`config.mk`:
```
export PLATFORM = sky130hd
export DESIGN_NAME = neuron_mac_sequencer
export DESIGN_NICKNAME = d
export VERILOG_FILES = /design/src/rtl/neuron_pkg.sv /design/src/rtl/neuron_mac_sequencer_mult.sv /design/src/rtl/neuron_mac_sequencer.sv
export SDC_FILE = /design/constraint.sdc
export NUM_CORES = 1
export LEC_CHECK = 0
export BUFFER_PORTS_ARGS = -buffer_cell sky130_fd_sc_hd__buf_2
export CAP_MARGIN = 5
export CORE_MARGIN = 2
export CORE_UTILIZATION = 38
export DETAILED_ROUTE_END_ITERATION = 10
export GPL_ROUTABILITY_DRIVEN = 1
export SLEW_MARGIN = 5
export SYNTH_ARGS = -nofsm -noshare
export SYNTH_HDL_FRONTEND = slang
export SYNTH_SLANG_ARGS = --single-unit
```
`constraint.sdc`:
```
create_clock -name clk -period 13.3 [get_ports clk]
set_input_delay 0.665 -clock clk [delete_from_list [all_inputs] [get_ports clk]]
set_output_delay 0.665 -clock clk [all_outputs]
set_load 0.1 [all_outputs]
```
`src/rtl/neuron_pkg.sv`:
```
// Shared definitions for the neuron MAC datapath: format defaults, FSM state
// encoding and the sign-magnitude saturating adder used by the accumulator.
package neuron_pkg;

  localparam int WIDTH_DEF    = 16;
  localparam int INT_BITS_DEF = 6;

  // Widest magnitude the adder helper handles; callers zero-extend into it.
  localparam int SM_MAXW = 32;

  typedef enum logic [1:0] {
    ST_IDLE = 2'd0,
    ST_MAC  = 2'd1,
    ST_DONE = 2'd2
  } state_t;

  typedef struct packed {
    logic               sgn;
    logic [SM_MAXW-1:0] mag;
    logic               ovf;
  } sm_sum_t;

  // Sign-magnitude add of two values whose magnitudes occupy mag_bits bits.
  // Saturates the magnitude to all-ones on overflow (sign kept) and never
  // returns negative zero.
  function automatic sm_sum_t sm_sat_add(
    input logic               a_sgn,
    input logic [SM_MAXW-1:0] a_mag,
    input logic               b_sgn,
    input logic [SM_MAXW-1:0] b_mag,
    input int                 mag_bits
  );
    logic [SM_MAXW:0]   sum;
    logic [SM_MAXW-1:0] limit;
    sm_sum_t            r;
    limit = {SM_MAXW{1'b1}} >> (SM_MAXW - mag_bits);
    sum   = {1'b0, a_mag} + {1'b0, b_mag};
    r     = '0;
    if (a_sgn == b_sgn) begin
      r.sgn = a_sgn;
      if (sum > {1'b0, limit}) begin
        r.mag = limit;
        r.ovf = 1'b1;
      end else begin
        r.mag = sum[SM_MAXW-1:0];
        r.ovf = 1'b0;
      end
    end else if (a_mag >= b_mag) begin
      r.sgn = a_sgn;
      r.mag = a_mag - b_mag;
      r.ovf = 1'b0;
    end else begin
      r.sgn = b_sgn;
      r.mag = b_mag - a_mag;
      r.ovf = 1'b0;
    end
    if (r.mag == {SM_MAXW{1'b0}}) begin
      r.sgn = 1'b0;
    end else begin
      r.sgn = r.sgn;
    end
    return r;
  endfunction

endpackage

```
`src/rtl/neuron_mac_sequencer_mult.sv`:
```
// Sign-magnitude fixed-point multiplier. The fraction bits below the output
// LSB are truncated; ovf flags a product magnitude that does not fit.
module neuron_mac_sequencer_mult #(
  parameter int WIDTH     = 16,
  parameter int INT_BITS  = 6,
  parameter int FRAC_BITS = WIDTH - INT_BITS
) (
  input  logic [WIDTH-1:0] a,
  input  logic [WIDTH-1:0] b,
  output logic [WIDTH-1:0] result,
  output logic             ovf
);

  localparam int MAG_W  = WIDTH - 1;
  localparam int PROD_W = 2 * MAG_W;

  logic [PROD_W-1:0] full_s;
  logic [PROD_W-1:0] shifted_s;

  // Full-precision magnitude product, realigned to the output fraction.
  always_comb begin
    full_s    = PROD_W'(a[MAG_W-1:0]) * PROD_W'(b[MAG_W-1:0]);
    shifted_s = full_s >> FRAC_BITS;
    ovf       = |shifted_s[PROD_W-1:MAG_W];
    result    = {a[WIDTH-1] ^ b[WIDTH-1], shifted_s[MAG_W-1:0]};
  end

endmodule

```
`src/rtl/neuron_mac_sequencer.sv`:
```
// Neuron evaluation y = bias + sum(x[i]*w[i]) in sign-magnitude fixed point,
// using a single multiplier time-shared across the input pairs, one product
// per cycle, with saturating accumulation and a sticky overflow flag.
module neuron_mac_sequencer
  import neuron_pkg::*;
#(
  parameter int WIDTH    = WIDTH_DEF,
  parameter int INT_BITS = INT_BITS_DEF,
  parameter int N_INPUTS = 2
) (
  input  logic                      clk,
  input  logic                      rst,
  input  logic                      start,
  input  logic [N_INPUTS*WIDTH-1:0] x_in,
  input  logic [N_INPUTS*WIDTH-1:0] w_in,
  input  logic [WIDTH-1:0]          bias,
  output logic                      busy,
  output logic                      done,
  output logic [WIDTH-1:0]          y_out,
  output logic                      ovf
);

  localparam int FRAC_BITS = WIDTH - INT_BITS;
  localparam int MAG_W     = WIDTH - 1;
  localparam int IDX_W     = (N_INPUTS > 1) ? $clog2(N_INPUTS) : 1;
  localparam logic [IDX_W-1:0] IDX_LAST = IDX_W'(N_INPUTS - 1);

  state_t                    state_r;
  state_t                    state_s;
  logic [N_INPUTS*WIDTH-1:0] x_r;
  logic [N_INPUTS*WIDTH-1:0] w_r;
  logic [WIDTH-1:0]          acc_r;
  logic [IDX_W-1:0]          idx_r;
  logic                      ovf_acc_r;
  logic                      busy_r;
  logic                      done_r;
  logic [WIDTH-1:0]          y_out_r;
  logic                      ovf_r;

  logic [WIDTH-1:0]          x_sel_s;
  logic [WIDTH-1:0]          w_sel_s;
  logic [WIDTH-1:0]          prod_s;
  logic                      prod_ovf_s;
  logic [MAG_W-1:0]          prod_mag_s;
  sm_sum_t                   add_s;
  logic [WIDTH-1:0]          acc_next_s;
  logic                      mac_ovf_s;

  neuron_mac_sequencer_mult #(
    .WIDTH     (WIDTH),
    .INT_BITS  (INT_BITS),
    .FRAC_BITS (FRAC_BITS)
  ) u_mult (
    .a      (x_sel_s),
    .b      (w_sel_s),
    .result (prod_s),
    .ovf    (prod_ovf_s)
  );

  // Operand select, overflow substitution and saturating accumulate.
  always_comb begin
    x_sel_s    = x_r[int'(idx_r)*WIDTH +: WIDTH];
    w_sel_s    = w_r[int'(idx_r)*WIDTH +: WIDTH];
    prod_mag_s = prod_ovf_s ? {MAG_W{1'b1}} : prod_s[MAG_W-1:0];
    add_s      = sm_sat_add(acc_r[WIDTH-1], SM_MAXW'(acc_r[MAG_W-1:0]),
                            prod_s[WIDTH-1], SM_MAXW'(prod_mag_s), MAG_W);
    acc_next_s = {add_s.sgn, add_s.mag[MAG_W-1:0]};
    // Any magnitude bit beyond the field would be a lost value; treat as overflow.
    mac_ovf_s  = prod_ovf_s | add_s.ovf | (|add_s.mag[SM_MAXW-1:MAG_W]);
  end

  // Next-state logic: one MAC cycle per input pair, then a single DONE cycle.
  always_comb begin
    state_s = state_r;
    case (state_r)
      ST_IDLE: begin
        if (start) begin
          state_s = ST_MAC;
        end else begin
          state_s = ST_IDLE;
        end
      end
      ST_MAC: begin
        if (idx_r == IDX_LAST) begin
          state_s = ST_DONE;
        end else begin
          state_s = ST_MAC;
        end
      end
      ST_DONE: state_s = ST_IDLE;
      default: state_s = ST_IDLE;
    endcase
  end

  // State register.
  always_ff @(posedge clk or posedge rst) begin
    if (rst) begin
      state_r <= ST_IDLE;
    end else begin
      state_r <= state_s;
    end
  end

  // Operand capture on accept, accumulation while in MAC.
  always_ff @(posedge clk or posedge rst) begin
    if (rst) begin
      x_r       <= '0;
      w_r       <= '0;
      acc_r     <= '0;
      idx_r     <= '0;
      ovf_acc_r <= 1'b0;
    end else begin
      case (state_r)
        ST_IDLE: begin
          if (start) begin
            x_r       <= x_in;
            w_r       <= w_in;
            acc_r     <= bias;
            idx_r     <= '0;
            ovf_acc_r <= 1'b0;
          end else begin
            idx_r     <= idx_r;
          end
        end
        ST_MAC: begin
          acc_r     <= acc_next_s;
          ovf_acc_r <= ovf_acc_r | mac_ovf_s;
          idx_r     <= idx_r + IDX_W'(1);
        end
        default: begin
          idx_r <= idx_r;
        end
      endcase
    end
  end

  // Registered status and result; result is published as DONE is left.
  always_ff @(posedge clk or posedge rst) begin
    if (rst) begin
      busy_r  <= 1'b0;
      done_r  <= 1'b0;
      y_out_r <= '0;
      ovf_r   <= 1'b0;
    end else begin
      busy_r <= (state_s != ST_IDLE);
      if (state_r == ST_DONE) begin
        done_r  <= 1'b1;
        y_out_r <= acc_r;
        ovf_r   <= ovf_acc_r;
      end else begin
        done_r  <= 1'b0;
      end
    end
  end

  assign busy  = busy_r;
  assign done  = done_r;
  assign y_out = y_out_r;
  assign ovf   = ovf_r;

endmodule
```
Yosys cells after proc, flatten, opt, wreduce, memory -nomap -nowiden
Cells that the tools add are included.
{ "totals": {"regBits": 103, "out_inout_bits": 19, "elab_cells": 53} }
{ "classes": {"addsub": 4, "n_mul": 1, "n_lt_le_gt_ge": 2, "n_eq_ne": 6, "n_shift": 2, "mux": 14, "bitwise": 4, "n_reduce_logical": 9} }
{ "ops": {"columns": ["operator", "n"], "rows": [
  ["$mux W34", 2],
  ["$shiftx A32 B6 Y16", 2],
  ["$logic_not A32 Y1", 1],
  ["$pmux W16 S2", 1],
  ["$sub A15 B15 Y16", 2],
  ["$mul A15 B15 Y30", 1],
  ["$mux W17", 1],
  ["$reduce_or A17 Y1", 1],
  ["$add A15 B15 Y16", 1],
  ["$gt A16 B15 Y1 const B", 1],
  ["$mux W16", 1],
  ["$ge A15 B15 Y1", 1],
  ["$mux W15", 1],
  ["$ne A3 B3 Y1 const B", 2],
  ["$reduce_or A5 Y1", 1],
  ["$mux W1", 4],
  ["$pmux W1 S2", 2],
  ["$pmux W2 S2", 1],
  ["$reduce_and A2 Y1", 2],
  ["$reduce_and A4 Y1", 1],
  ["$reduce_bool A2 Y1", 2],
  ["$or A1 B1 Y1", 3],
  ["$eq A2 B1 Y1 const B", 1],
  ["$eq A2 B2 Y1 const B", 1],
  ["6 further kinds", 6]
]} }

Longest topological paths before layout
{ "depth": {"ltp_word": 12, "ltp_mapped": 43, "mapped_depth_nobuf": 39} }

Hierarchy
From an unflattened synthesis, not the netlist that was laid out.
{ "hier_totals": {"hier_cells": 1517, "area_unflattened_um2": 14272.4} }
{ "by_module_without_submodules": {"columns": ["module", "n_inst", "cells_per_inst", "area_per_inst_um2", "seq_area_each_um2"], "rows": [
  ["neuron_mac_sequencer_mult", 1, 796, 7170.6, 0.0],
  ["neuron_mac_sequencer", 1, 721, 7101.8, 2577.5]
]} }

Least setup slack after synthesis
Ideal clock, no wire load.
{ "synth_timing": {"path_kind": "register -> register", "startpoint": "reg idx_r", "endpoint": "reg acc_r[15]", "arrival_time_ns": 10.341, "t_required_ns": 13.223, "setup_slack_ns": 2.881, "path_stages_with_launch": 42, "cell_sequence": "dfrtp_1 > buf_4 > clkbuf_1 > buf_1 > mux2i_1 > clkbuf_1 > nor2_1 > fa_1 > inv_1 > fa_1 > inv_1 > fa_1 > fa_1 > fa_1 > inv_1 > fa_1 > inv_1 > ha_1 > [... 6 more ...] > or3b_1 > nand2_1 > a31oi_2 > buf_6 > or3_4 > ha_1 > buf_4 > inv_2 > a221oi_4 > o211ai_4 > a211oi_4 > o21ai_2 > o221ai_2 > a21bo_1 > or4_4 > o41ai_2 > o21ai_1 > a21oi_1"} }
{ "synth_via": {"elab_chain_cells": 11, "elab_cells_between_ends": 21, "cone_classes": "add/sub: 3; mul: 1; order compare: 2; eq/ne: 3; shift: 2; mux: 6; bitwise: 1; reduce/logical: 3"} }
{ "synth_rtl": {"columns": ["item", "line", "source"], "rows": [
  ["start: declaration", "neuron_mac_sequencer.sv:33", "logic [IDX_W-1:0] idx_r;"],
  ["start signal: assignment", "neuron_mac_sequencer.sv:122", "idx_r <= idx_r;"],
  ["start signal: assignment", "neuron_mac_sequencer.sv:128", "idx_r <= idx_r + IDX_W'(1);"],
  ["start signal: assignment", "neuron_mac_sequencer.sv:131", "idx_r <= idx_r;"],
  ["$shiftx A32 B6 Y16, on equally long branches", "neuron_mac_sequencer.sv:62, neuron_mac_sequencer.sv:63", null],
  ["$mul A15 B15 Y30", "neuron_mac_sequencer_mult.sv:22", "full_s = PROD_W'(a[MAG_W-1:0]) * PROD_W'(b[MAG_W-1:0]);"],
  ["$reduce_or A5 Y1", "neuron_mac_sequencer_mult.sv:24", "ovf = |shifted_s[PROD_W-1:MAG_W];"],
  ["$mux W15", "neuron_mac_sequencer.sv:64", "prod_mag_s = prod_ovf_s ? {MAG_W{1'b1}} : prod_s[MAG_W-1:0];"],
  ["$add A15 B15 Y16", "neuron_pkg.sv:37", "sum = {1'b0, a_mag} + {1'b0, b_mag};"],
  ["$gt A16 B15 Y1", "neuron_pkg.sv:41", "if (sum > {1'b0, limit}) begin"],
  ["$mux W17", "neuron_pkg.sv:41", null],
  ["$mux W34", "neuron_pkg.sv:39", "if (a_sgn == b_sgn) begin"],
  ["$logic_not A32 Y1", "neuron_pkg.sv:57", "if (r.mag == {SM_MAXW{1'b0}}) begin"],
  ["$ne A3 B3 Y1 (no line) / $mux W1 (equally long branches)", null, null],
  ["$reduce_and A4 Y1 (no line) / $pmux W16 S2 (equally long branches)", null, null],
  ["end signal: assignment", "neuron_mac_sequencer.sv:118", "acc_r <= bias;"],
  ["end signal: assignment", "neuron_mac_sequencer.sv:126", "acc_r <= acc_next_s;"],
  ["end: declaration", "neuron_mac_sequencer.sv:32", "logic [WIDTH-1:0] acc_r;"]
]} }
Parallel ways exist; a longest one is shown, timed or not. The select of a mux whose other input is x is not followed.
A chain may end at the register's enable or synchronous reset.

Worst setup path after layout
Ends and elaborated chain as after synthesis.

==> metrics.yaml <==
core_area_sq_um: 36500
antennaDiodeCount: 0
max_freq_ghz: 0.0849
dpl.cell_count: 2045
grt_pass1_wl_um: 63500
tns_ns: 0
met2_length_um: 18600
path_buf_inv: 6
clock_latency_ns: 0.39
cp_data_required_time_ns: 13.62
crit_path_top_delay_cell: "mux2i_1"
r2r-end: "acc_r[15]$_DFFE_PP0P_"
postCtsSetupRepairBufs: 0
max_slew_margin_pct: 26.0
io_pins: 102
synth_edf_count: 0
synth-main-ff-cell: "dfrtp_1"
drc: 0
cts_tree: "yes"
route.final.wire_length_um: 39300
crit_path_max_incr_delay_ns: 0.82
post-route-period-util_pct: 88.5
path_delay_family: "adder cells"
dr.max_layer_used: "met4"
antenna_found_initial: 0
critPathMaxFanout: 31
drtIter0Drc: 584
place_congestion: 0.919
h-tree-depth: 3
die_y_um: 196
post-dp-hpwl_um: 32600
clock_skew_ns: 0.0126
synth-seq-area-share_pct: 18.3
fillers: 3620
synth.cell_area_sq_um: 14100
rows: 70
reg2reg_setup_slack_ns: 1.52
cts_made_buffers: 9
cts-root-buf: "clkbuf_16"
setup_viol: 0
synth.ff_latch_count: 103
via_count: 10922
slew_viol_final: 0
worst_pin_slew_ns: 1.08
fin_nets: 1976
rsz0062_at_grt: "no"
die_area_sq_um: 38600
drv_cap: 0
hold_viol_final: 0
multi_input_area_sq_um: 10300
cp.depth: 38
m1WireLength_um: 17300
status: "complete, no violations"
holdBufCountCts: 0
hp-class: "input port to asynchronous set/reset pin"
fin_hold_ws_ns: 0.353
cts_sinks: 103
instances_no_fill: 2061
synth_warnings: 0
wire_per_inst_um: 19.1
grt_overflow: 0
syn_to_final_growth_pct: 10.0
clk_pin_slew_ns: 0.08
cp-start-kind: "flip-flop"
grt_max_degree: 68
register_area_sq_um: 2580
path_class: "flip-flop to flip-flop"
fin_area_sq_um: 15500
cp-endpoint: "acc_r[15]$_DFFE_PP0P_"
drive_gt1_share_pct: 19.6
crit_start: "idx_r$_DFFE_PP0P_"
die_width_um: 196
cpMostUsedCell: "fa_1"
placedInstanceArea_sq_um: 15200
cts_resized: 0
antenna_left: 0
syn_inst: 1495
postSynthAreaPerCell_sq_um: 9.41
period_minus_slack_ns: 11.78
grt_pass1_vias: 11677
viasPerCell: 5.30
yosysUniqueCellTypes: 87
grt_use_total_pct: 21.3
start_util_pct: 38.5
async_flop_share_pct: 100
port_buffers: 101
cp.arrival_ns: 12.10
cts_buffer_depth: 2
reg2reg_from: "idx_r$_DFFE_PP0P_"
reg2regPathDepth: 38
critPathCaptureType: "flip-flop"
route.met3.wl_um: 1950
syn_nets: 1883
drt_first_pass_iters: 5
[state kept, by name, indices dropped and copies added (netlist names)]
register	flops
w_r	32
ovf	1
state_r	2
busy	1
done	1
idx_r	1
acc_r	16
y_out	16
x_r	32
ovf_acc_r	1
[cell usage in the layout (no fill, tap or decap), drive strengths merged, types with 5 or more instances in the layout]
master,netlist,routed
or3,16,16
o21ai,38,38
nand2,83,83
mux2,99,99
nand3,8,8
a21oi,58,58
a211oi,5,5
xnor2,17,17
o221ai,5,5
or2,22,22
o31ai,13,13
a31oi,7,7
nor3,11,11
and3,10,10
a31o,5,5
xor2,8,8
dfrtp,103,103
nand4,6,6
nor2,191,191
inv,247,250
o21a,11,11
nand2b,20,20
mux2i,40,40
o211ai,5,5
buf,12,133
ha,136,136
a221o,6,6
nor2b,12,12
a21o,14,14
clkbuf,39,10
a22oi,10,10
fa,169,169
[kinds of logic after synthesis]
family / synth area share [%]
adders and majority gates: 36.2
muxes: 10.8
DFF: 18.3
buffers and inverters: 8.18
AOI/OAI and AO/OA: 11.7
and+or+nand+nor: 13.3
xor gates and xnor gates: 1.56
[cells in the mapped netlist (6+ instances only)]
master | n | share of area (%)
nor2_1 | 191 | 5.1
nand2b_1 | 20 | 0.89
xor2_1 | 8 | 0.50
nand3_1 | 7 | 0.25
o31ai_1 | 12 | 0.64
clkbuf_1 | 38 | 1.0
xnor2_1 | 17 | 1.1
inv_2 | 8 | 0.21
nand2_1 | 83 | 2.2
nor3_1 | 11 | 0.39
o21a_1 | 11 | 0.59
ha_1 | 136 | 12
inv_1 | 239 | 6.4
o21ai_0 | 35 | 1.2
a221o_1 | 6 | 0.43
dfrtp_1 | 103 | 18
a22oi_1 | 10 | 0.53
or3_4 | 7 | 0.56
a21oi_1 | 57 | 2.0
nand4_1 | 6 | 0.27
or3_1 | 9 | 0.40
mux2_2 | 99 | 7.9
and3_1 | 10 | 0.44
fa_1 | 169 | 24
mux2i_1 | 40 | 2.8
or2_2 | 20 | 0.89
a21o_1 | 14 | 0.75
nor2b_1 | 12 | 0.53
[worst register-to-register path: cells and delay by family (launching register included)]
family / cells / cell delay (ns)
compound gates: 15 / 3.28
fa+ha+maj: 8 / 3.81
mux: 3 / 1.51
xor+xnor: 1 / 0.16
flops: 1 / 0.77
buf+inv: 6 / 0.94
simple gates: 5 / 1.23
[worst min path at each step]
stage | from | end | slack, ns
floorplan | w_r[24]$_DFFE_PP0P_ | w_r[24]$_DFFE_PP0P_ | 0.47
global placement | y_out[6]$_DFFE_PP0P_ | y_out[6]$_DFFE_PP0P_ | 0.48
detailed placement | y_out[5]$_DFFE_PP0P_ | y_out[5]$_DFFE_PP0P_ | 0.49
CTS | rst | x_r[0]$_DFFE_PP0P_ | 0.35
global route | rst | x_r[4]$_DFFE_PP0P_ | 0.39
finish | rst | x_r[4]$_DFFE_PP0P_ | 0.35
[per-stage QoR]
step	utilization, %	setup slack (ns)
floorplan	-	2.88
global placement	41.6	1.59
detailed placement	41.6	1.60
CTS	42.4	1.59
global route	42.4	0.953
finish	42.4	1.52
[metal layers]
metal / up-vias / GRT usage [%]
met5: - / 0.255
met4: 0 / 8.78
met3: 69 / 3.56
met2: 333 / 35.7
met1: 5418 / 27.2
li1: 5102 / -
[layout make-up]
| type | instances | area share, % |
|---|---|---|
| Multi-Input combinational cell | 1094 | 66.8 |
| Sequential cell | 103 | 16.7 |
| Inverter | 247 | 6.01 |
| Timing Repair Buffer | 133 | 4.82 |
| Tap cell | 468 | 3.78 |
| Clock buffer | 10 | 1.48 |
| Clock inverter | 6 | 0.396 |
Power is left out: the tool's default activity adds up to more than one toggle a clock period on the data nets, which glitch-free logic cannot reach.
